### src/rtl/anim_pkg.sv
// Shared types and constants for the animation frame stepper.
// Holds FSM encodings and the speed-to-period mapping.
package anim_pkg;

  typedef enum logic [1:0] {
    STOP  = 2'b00,
    RUN   = 2'b01,
    PAUSE = 2'b10
  } state_e;

  localparam int unsigned PERIOD_BASE = 16;

  function automatic logic [3:0] period_of(
    input logic [3:0] speed
  );
    logic [4:0] p;
    p = 5'(PERIOD_BASE) - {1'b0, speed};
    return p[3:0];
  endfunction

endpackage

### src/rtl/anim_prescaler.sv
// Free-running base-tick prescaler for the frame stepper.
// Counts only while run is high; clr forces it back to zero.
module anim_prescaler #(
  parameter int PRESC_W = 4
) (
  input  logic clk,
  input  logic rst_n,
  input  logic ena,
  input  logic run,
  input  logic clr,
  output logic tick
);

  logic [PRESC_W-1:0] cnt;

  // Tick marks the cycle whose edge wraps the counter to 0.
  assign tick = ena && run && !clr
             && (cnt == '1);

  always_ff @(posedge clk or negedge rst_n) begin
    if (!rst_n) begin
      cnt <= '0;
    end else if (ena) begin
      if (clr) begin
        cnt <= '0;
      end else if (run) begin
        cnt <= cnt + PRESC_W'(1);
      end
    end
  end

endmodule

### src/rtl/anim_step_ctrl.sv
// Animation frame step controller: STOP/RUN/PAUSE FSM.
// Optional ANIM_PINGPONG_EN makes the index bounce at both ends.
module anim_step_ctrl
  import anim_pkg::*;
#(
  parameter int FRAMES  = 8,
  parameter int PRESC_W = 4
) (
  input  logic       clk,
  input  logic       rst_n,
  input  logic       ena,
  input  logic [3:0] speed,
  input  logic       dir,
  input  logic       hold,
  input  logic       step_req,
  output logic [3:0] frame_idx,
  output logic       frame_stb,
  output logic [1:0] state_o
);

  localparam logic [3:0] IDX_MAX =
    4'(FRAMES - 1);

  state_e     state_q;
  state_e     state_d;
  logic [3:0] period_q;
  logic [3:0] idx_nxt;
  logic       tick;
  logic       presc_clr;
  logic       presc_run;
  logic       load;
  logic       step_run;
  logic       step_man;
  logic       do_step;

  always_comb begin
    state_d = state_q;
    unique case (1'b1)
      (speed == '0):
        state_d = STOP;
      (speed != '0 && hold):
        state_d = PAUSE;
      (speed != '0 && !hold):
        state_d = RUN;
      default:
        state_d = STOP;
    endcase
  end

  assign presc_clr = (state_d == STOP);
  assign presc_run = (state_q == RUN);

  anim_prescaler #(
    .PRESC_W (PRESC_W)
  ) u_presc (
    .clk   (clk),
    .rst_n (rst_n),
    .ena   (ena),
    .run   (presc_run),
    .clr   (presc_clr),
    .tick  (tick)
  );

  // A zero period means no count in flight, so RUN entry reloads.
  assign load = (state_q != RUN)
             && (state_d == RUN)
             && (period_q == '0);

  assign step_run = tick && (period_q == 4'd1);
  assign step_man = (state_q == STOP) && step_req;
  assign do_step  = ena && (step_run || step_man);

  always_ff @(posedge clk or negedge rst_n) begin
    if (!rst_n) begin
      period_q <= '0;
    end else if (ena) begin
      if (state_d == STOP) begin
        period_q <= '0;
      end else if (load) begin
        period_q <= period_of(speed);
      end else if (tick) begin
        if (period_q == 4'd1) begin
          period_q <= period_of(speed);
        end else begin
          period_q <= period_q - 4'd1;
        end
      end
    end
  end

`ifdef ANIM_PINGPONG_EN
  logic bounce_q;
  logic bounce_nxt;
  logic eff_dir;

  assign eff_dir = dir ^ bounce_q;

  always_comb begin
    idx_nxt    = frame_idx;
    bounce_nxt = bounce_q;
    unique case (1'b1)
      (!eff_dir && frame_idx == IDX_MAX): begin
        idx_nxt    = frame_idx - 4'd1;
        bounce_nxt = !bounce_q;
      end
      (eff_dir && frame_idx == '0): begin
        idx_nxt    = 4'd1;
        bounce_nxt = !bounce_q;
      end
      (!eff_dir && frame_idx != IDX_MAX):
        idx_nxt = frame_idx + 4'd1;
      (eff_dir && frame_idx != '0):
        idx_nxt = frame_idx - 4'd1;
      default:
        idx_nxt = frame_idx;
    endcase
  end

  always_ff @(posedge clk or negedge rst_n) begin
    if (!rst_n) begin
      bounce_q <= 1'b0;
    end else if (do_step) begin
      bounce_q <= bounce_nxt;
    end
  end
`else
  always_comb begin
    idx_nxt = frame_idx;
    unique case (1'b1)
      (!dir && frame_idx == IDX_MAX):
        idx_nxt = '0;
      (dir && frame_idx == '0):
        idx_nxt = IDX_MAX;
      (!dir && frame_idx != IDX_MAX):
        idx_nxt = frame_idx + 4'd1;
      (dir && frame_idx != '0):
        idx_nxt = frame_idx - 4'd1;
      default:
        idx_nxt = frame_idx;
    endcase
  end
`endif

  always_ff @(posedge clk or negedge rst_n) begin
    if (!rst_n) begin
      state_q   <= STOP;
      frame_idx <= '0;
      frame_stb <= 1'b0;
    end else if (ena) begin
      state_q   <= state_d;
      frame_stb <= do_step;
      if (do_step) begin
        frame_idx <= idx_nxt;
      end
    end else begin
      frame_stb <= 1'b0;
    end
  end

  assign state_o = state_q;

endmodule

### config.mk
export PLATFORM = sky130hd
export DESIGN_NAME = anim_step_ctrl
export DESIGN_NICKNAME = d
export VERILOG_FILES = /design/src/rtl/anim_pkg.sv /design/src/rtl/anim_prescaler.sv /design/src/rtl/anim_step_ctrl.sv
export SDC_FILE = /design/constraint.sdc
export NUM_CORES = 1
export LEC_CHECK = 0
export ABC_AREA = 1
export CAP_MARGIN = 0
export CORE_MARGIN = 4
export CORE_UTILIZATION = 50
export CTS_BUF_LIST = sky130_fd_sc_hd__clkbuf_8
export DETAILED_ROUTE_END_ITERATION = 7
export GPL_TIMING_DRIVEN = 0
export PLACE_DENSITY = 0.85
export SYNTH_ARGS = -nofsm -noshare
export SYNTH_HDL_FRONTEND = slang
export SYNTH_HIERARCHICAL = 1
export SYNTH_SLANG_ARGS = --single-unit
### constraint.sdc
create_clock -name clk -period 1.45 [get_ports clk]
set_input_delay 0.29 -clock clk [delete_from_list [all_inputs] [get_ports clk]]
set_output_delay 0.29 -clock clk [all_outputs]
set_load 0.005 [all_outputs]
# Word level (Yosys, flattened, before mapping)
# Cells that the tools add are included.
[word_totals]
ff_bits = 15
input_bits = 10
[classes]
addsub = 5
n_mux = 9
eq_ne = 7
reduce_logical = 30
[op_table]
columns = ["operator", "count"]
rows = [
  ["$mux 4", 6],
  ["$pmux 4 s4", 1],
  ["$logic_and 1x1->1", 14],
  ["$reduce_bool 4->1", 3],
  ["$add 4x1->4 const B", 2],
  ["$logic_not 4->1", 2],
  ["$sub 4x1->4 const B", 2],
  ["$eq 2x1->1 const B", 2],
  ["$eq 4x1->1 const B", 1],
  ["$eq 4x3->1 const B", 1],
  ["$eq 4x4->1 const B", 1],
  ["$logic_not 2->1", 2],
  ["$ne 4x3->1 const B", 1],
  ["$pmux 2 s2", 1],
  ["$reduce_and 2->1", 2],
  ["$sub 1x4->4 const A", 1],
  ["$logic_not 1->1", 3],
  ["$reduce_and 3->1", 1],
  ["$reduce_bool 3->1", 1],
  ["$ne 2x1->1 const B", 1],
  ["$reduce_bool 2->1", 1],
  ["$logic_or 1x1->1", 1],
  ["$mux 1", 1],
]

# Longest topological paths before layout
[depth]
word_depth = 11
ltp_mapped = 13
ltp_nobuf = 13

# Hierarchy
# The synthesis kept the hierarchy.
[by_module_without_submodules]
columns = ["module", "area_per_inst_um2", "instances", "cells_each"]
rows = [
  ["anim_step_ctrl", 899.6, 1, 124],
  ["anim_prescaler", 226.5, 1, 29],
]

# Least setup slack after synthesis
# OpenSTA, ideal clock, no wires.
[synth_timing]
path_kind = "input-to-reg"
from = "input speed[0]"
to = "register frame_idx[3]"
setup_time_ns = 0.065
n_path_buf = 0
path_stages = 13
required_ns = 1.385
path_slack_ns = -0.166
t_arrival_ns = 1.552
cell_sequence = "inv_1 -> ha_1 -> nand2_2 -> inv_2 -> nor2_4 -> nand2_1 -> nor2_1 -> inv_1 -> o21ai_2 -> nand2_2 -> nor2_1 -> nand3_1 -> nand2_1"
[synth_via]
elab_chain_len = 11
elab_cells_between_ends = 12
cone_classes = "mux: 1; reduce/logical: 11"
[synth_rtl]
columns = ["item", "line", "source"]
rows = [
  ["from (decl)", "anim_step_ctrl.sv:12", "input logic [3:0] speed,"],
  ["$reduce_bool 4->1 *", "anim_step_ctrl.sv:41, anim_step_ctrl.sv:43", ""],
  ["$logic_and 1x1->1 (on tied branches)", "anim_step_ctrl.sv:43, anim_step_ctrl.sv:41", ""],
  ["$pmux 2 s2 *", "anim_step_ctrl.sv:38", "unique case (1'b1)"],
  ["$logic_not 2->1 *", "anim_step_ctrl.sv:50", "assign presc_clr = (state_d == STOP);"],
  ["named net presc_clr", "anim_step_ctrl.sv:29", "logic presc_clr;"],
  ["$logic_not 1->1 *", "anim_prescaler.sv:17", "assign tick = ena && run && !clr"],
  ["$logic_and 1x1->1 *", "anim_prescaler.sv:17", ""],
  ["$logic_and 1x1->1 *", "anim_prescaler.sv:18", "&& (cnt == '1);"],
  ["named net tick", "anim_step_ctrl.sv:28", "logic tick;"],
  ["$logic_and 1x1->1 *", "anim_step_ctrl.sv:69", "assign step_run = tick && (period_q == 4'd1);"],
  ["$logic_or 1x1->1 *", "anim_step_ctrl.sv:71", "assign do_step = ena && (step_run || step_man);"],
  ["$logic_and 1x1->1 *", "anim_step_ctrl.sv:71", ""],
  ["$reduce_and 3->1 (no line) *", "--", ""],
  ["to (signal assigned)", "anim_step_ctrl.sv:153", "frame_idx <= idx_nxt;"],
  ["to (decl)", "anim_step_ctrl.sv:16", "output logic [3:0] frame_idx,"],
]
# The timed path passes the listed nets; every way through them passes the cells marked *.
# A chain may end at the register's enable or synchronous reset.

# Final worst setup path
[layout_timing]
from = "register state_q[1], in the netlist state_o[1]"
to = "register frame_idx[3]"
[layout_via]
elab_chain_len = 8
elab_cells_between_ends = 10
cone_classes = "eq/ne: 1; reduce/logical: 9"
[layout_rtl]
columns = ["item", "line", "source"]
rows = [
  ["from (decl)", "anim_step_ctrl.sv:24", "state_e state_q;"],
  ["from (signal assigned)", "anim_step_ctrl.sv:150", "state_q <= state_d;"],
  ["$eq 2x1->1", "anim_step_ctrl.sv:51", "assign presc_run = (state_q == RUN);"],
  ["named net presc_run", "anim_step_ctrl.sv:30", "logic presc_run;"],
  ["$logic_and 1x1->1 (2 in series)", "anim_prescaler.sv:17", ""],
  ["$logic_and 1x1->1", "anim_prescaler.sv:18", ""],
  ["named net tick", "anim_step_ctrl.sv:28", ""],
  ["$logic_and 1x1->1", "anim_step_ctrl.sv:69", ""],
  ["$logic_or 1x1->1", "anim_step_ctrl.sv:71", ""],
  ["$logic_and 1x1->1", "anim_step_ctrl.sv:71", ""],
  ["$reduce_and 3->1 (no line)", "--", ""],
]
# The timed path passes the listed nets, and every way through them passes these cells.

==> impl_metrics.yaml <==
routing:
  viasPerCell: 5.31
  antenna_left: 0
  wl_per_cell_um: 14.1
  drt-initial-drc-count: 23
  postRouteWirelength_mm: 3.04
  num_vias: 1142
  drtPass1Iterations: 4
  remaining_drc_errors: 0
logic_synthesis:
  synth_top_area_share_pct: 33.3
  synth_xor_area_share_pct: 3.11
  ys.flop_type: "dfrtp_1"
  seq_area_frac_synth_pct: 33.3
  yosysTopAreaCell: "dfrtp_1"
  synth_seq_cells: 15
  synth.distinct_cells: 25
  syn_avg_cell_area_um2: 7.36
  synth_area_um2: 1130
  synthAdderAreaFrac_pct: 9.56
  synth-async-reset-ratio_pct: 100
  synth.most_common_cell: "nand2_1"
  yosysWarnings: 6
  synthTopCellsByCount: "nand2_1, dfrtp_1, inv_1"
  synthTopCellsByArea: "dfrtp_1, nand2_1, ha_1"
  synth-edff-count: 0
  syn_nets: 171
  syn-instance-count: 153
  synth_top_family_by_area: "simple AND/OR/NAND/NOR gates"
  synthMuxAreaShare_pct: 0
  synth_simple_gate_area_share_pct: 37.9
  synth-compound-area-share_pct: 9.78
place:
  place_area_um2: 1380
  io_buffers: 16
  gp_congestion: 0.860
  dp.cells: 196
  place_hpwl_mm: 1.96
sta:
  fmax_mhz: 586
  fin_crit_ns: 1.71
  setup_viol: 9
  tightest_slew_ns: 0.676
  rsz0062_at_grt: "yes"
  maxSlewViolCount: 0
  finalCritPeriodShare_pct: 118
  skew_ns: 0.00893
  timing.slew.headroom_pct: 54.8
  hold_viol_final: 0
  finalSetupTns_ns: -1.56
  whs_ns: 0.446
  fin_ws_ns: -0.257
cells_and_area:
  num_antenna_cells: 0
  instances_no_fill: 215
  areaGrowthSynthToFinish_pct: 39.3
  final_nets: 207
  final_cell_area_um2: 1570
  drive_above_1_share_pct: 32.4
die:
  core.rowCount: 16
  die_h_um: 55.5
  die-area_um2: 3080
  die_w_um: 55.5
  initial_core_util_pct: 55.1
  ioPinCount: 17
  coreArea_um2: 2040
clocking:
  numCtsBuffers: 3
  cts_tree: "built"
  clk_latency_ns: 0.25
  cts.sinks: 15
  clockBufferDepth: 2
  cts.clk_slew.worst_paths_ns: 0.07
  hold_buffers: 0
  htreeDepth: 1
  clockRootBuffer: "clkbuf_8"
grt:
  grt_pass1_wl_mm: 4.89
  antenna_found_initial: 0
  grt_max_degree: 16
  grt-ovfl-total: 0
  groute.usage.overall_pct: 19.8
  grt_pass1_vias: 1095
run:
  maxCapViolations: 0
worst_setup_path:
  start_kind: "register"
  critPathRequiredTime_ns: 1.63
  crit_fanout: 8
  worstPathArrival_ns: 1.89
  criticalPathCategory: "register to register"
  cp-end-kind: "register"
power:
  intPower_mw: 1.46
  power.switching_mw: 1.21
  p_seq_share_pct: 27.7
  pwr_density_cell_nw_per_um2: 1700
  switching_share_pct: 45.2
  p_leak_nw: 0.822
  vdd_drop_max_v: 0.00123
  p_clk_share_pct: 12.7
  p_comb_share_pct: 59.6
status:
  status: "complete, but fails checks"
  violations: "negative setup slack"
min_path:
  hp-class: "primary input to async pin"
[per-stage QoR]
| stage | util, % | power, mW | worst slack, ns |
|---|---|---|---|
| finish | 76.8 | 2.67 | -0.257 |
| detailed placement | 67.5 | 2.13 | -0.813 |
| global route | 76.8 | 2.92 | -0.360 |
| CTS | 74.8 | 2.60 | -0.124 |
| global placement | 67.5 | 2.05 | -0.724 |
| floorplan | - | 1.75 | -0.0636 |
[flip-flops by register name (all words and copies together), names as in the netlist]
signal       cells
frame_idx        4
period_q         4
u_presc/cnt      4
state_o          2
frame_stb        1
[placed cells by master (no fill, tap or decap), drive strengths merged, types with 2 or more instances in the layout]
master,instances
clkbuf,3
a21oi,2
dlygate4sd2,10
nor2,16
dfrtp,15
buf,15
inv,19
nand2,55
nand3,15
clkdlybuf4s50,4
o21ai,15
xor2,3
ha,7
[per-layer routing]
layer	part of all wire, %	routed length (um)	GRT usage [%]	vias up
li1	-	-	-	559
met1	40	1220	22.2	548
met2	55	1660	35.5	29
met3	3.2	97	4.90	6
met4	1.9	59	7.64	0
met5	0	0	0	-
[power groups by stage]
stage / logic, mW / registers (mW) / clock network (mW)
6_report: 1.59 / 0.740 / 0.340
5_1_grt: 1.78 / 0.768 / 0.372
4_1_cts: 1.51 / 0.744 / 0.343
3_5_place_dp: 1.32 / 0.808 / 0
3_3_place_gp: 1.25 / 0.798 / 0
2_1_floorplan: 0.973 / 0.772 / 0
[critical path, stage by stage, from the launching register on]
cell	delay [ns]
dfrtp_1	0.40
inv_2	0.08
nand2_2	0.06
inv_2	0.08
nand2_4	0.06
nor2_4	0.11
nand2_2	0.08
nor2_4	0.12
inv_2	0.06
o21ai_2	0.18
nand2_4	0.13
nor2_2	0.12
nand3_1	0.08
nand2_1	0.07
[cell families after synthesis]
kind of cell	count (synthesis)
DFF	15
and+or+nand+nor	89
AOI/OAI and AO/OA	18
xor gates and xnor gates	4
adders and majority gates	8
buffers and inverters	19
[what timing repair did]
item,in CTS,in global routing
resized for setup,23,8
setup buffers,13,2
hold endpoints to repair,0,0
pin swaps,10,3
cloned,0,0
endpoints found under the setup margin,16,10
[worst paths after layout]
kind / cells past startpoint / from / slack (ns) / endpoint
setup / recovery: 13 / state_o[1] / -0.26 / frame_idx[3]
hold / removal: 1 / rst_n / 0.45 / u_presc/cnt[0]
setup reg to reg: 13 / state_o[1] / -0.26 / frame_idx[3]
hold reg to reg: 2 / period_q[2] / 0.54 / period_q[2]
max in group asynchronous: 1 / rst_n / 0.53 / frame_idx[1]
min in group clk: 2 / period_q[2] / 0.54 / period_q[2]
[area by class of cell]
cell class | instances | area [um^2]
timing repair buffer | 31 | 263
tap | 27 | 33.8
multi-input combinational | 119 | 774
fill | 146 | 473
clock buffer | 3 | 41.3
inverter | 19 | 73.8
sequential | 15 | 378
clock inverter | 1 | 5.00
(Power assumes the default switching activity.)
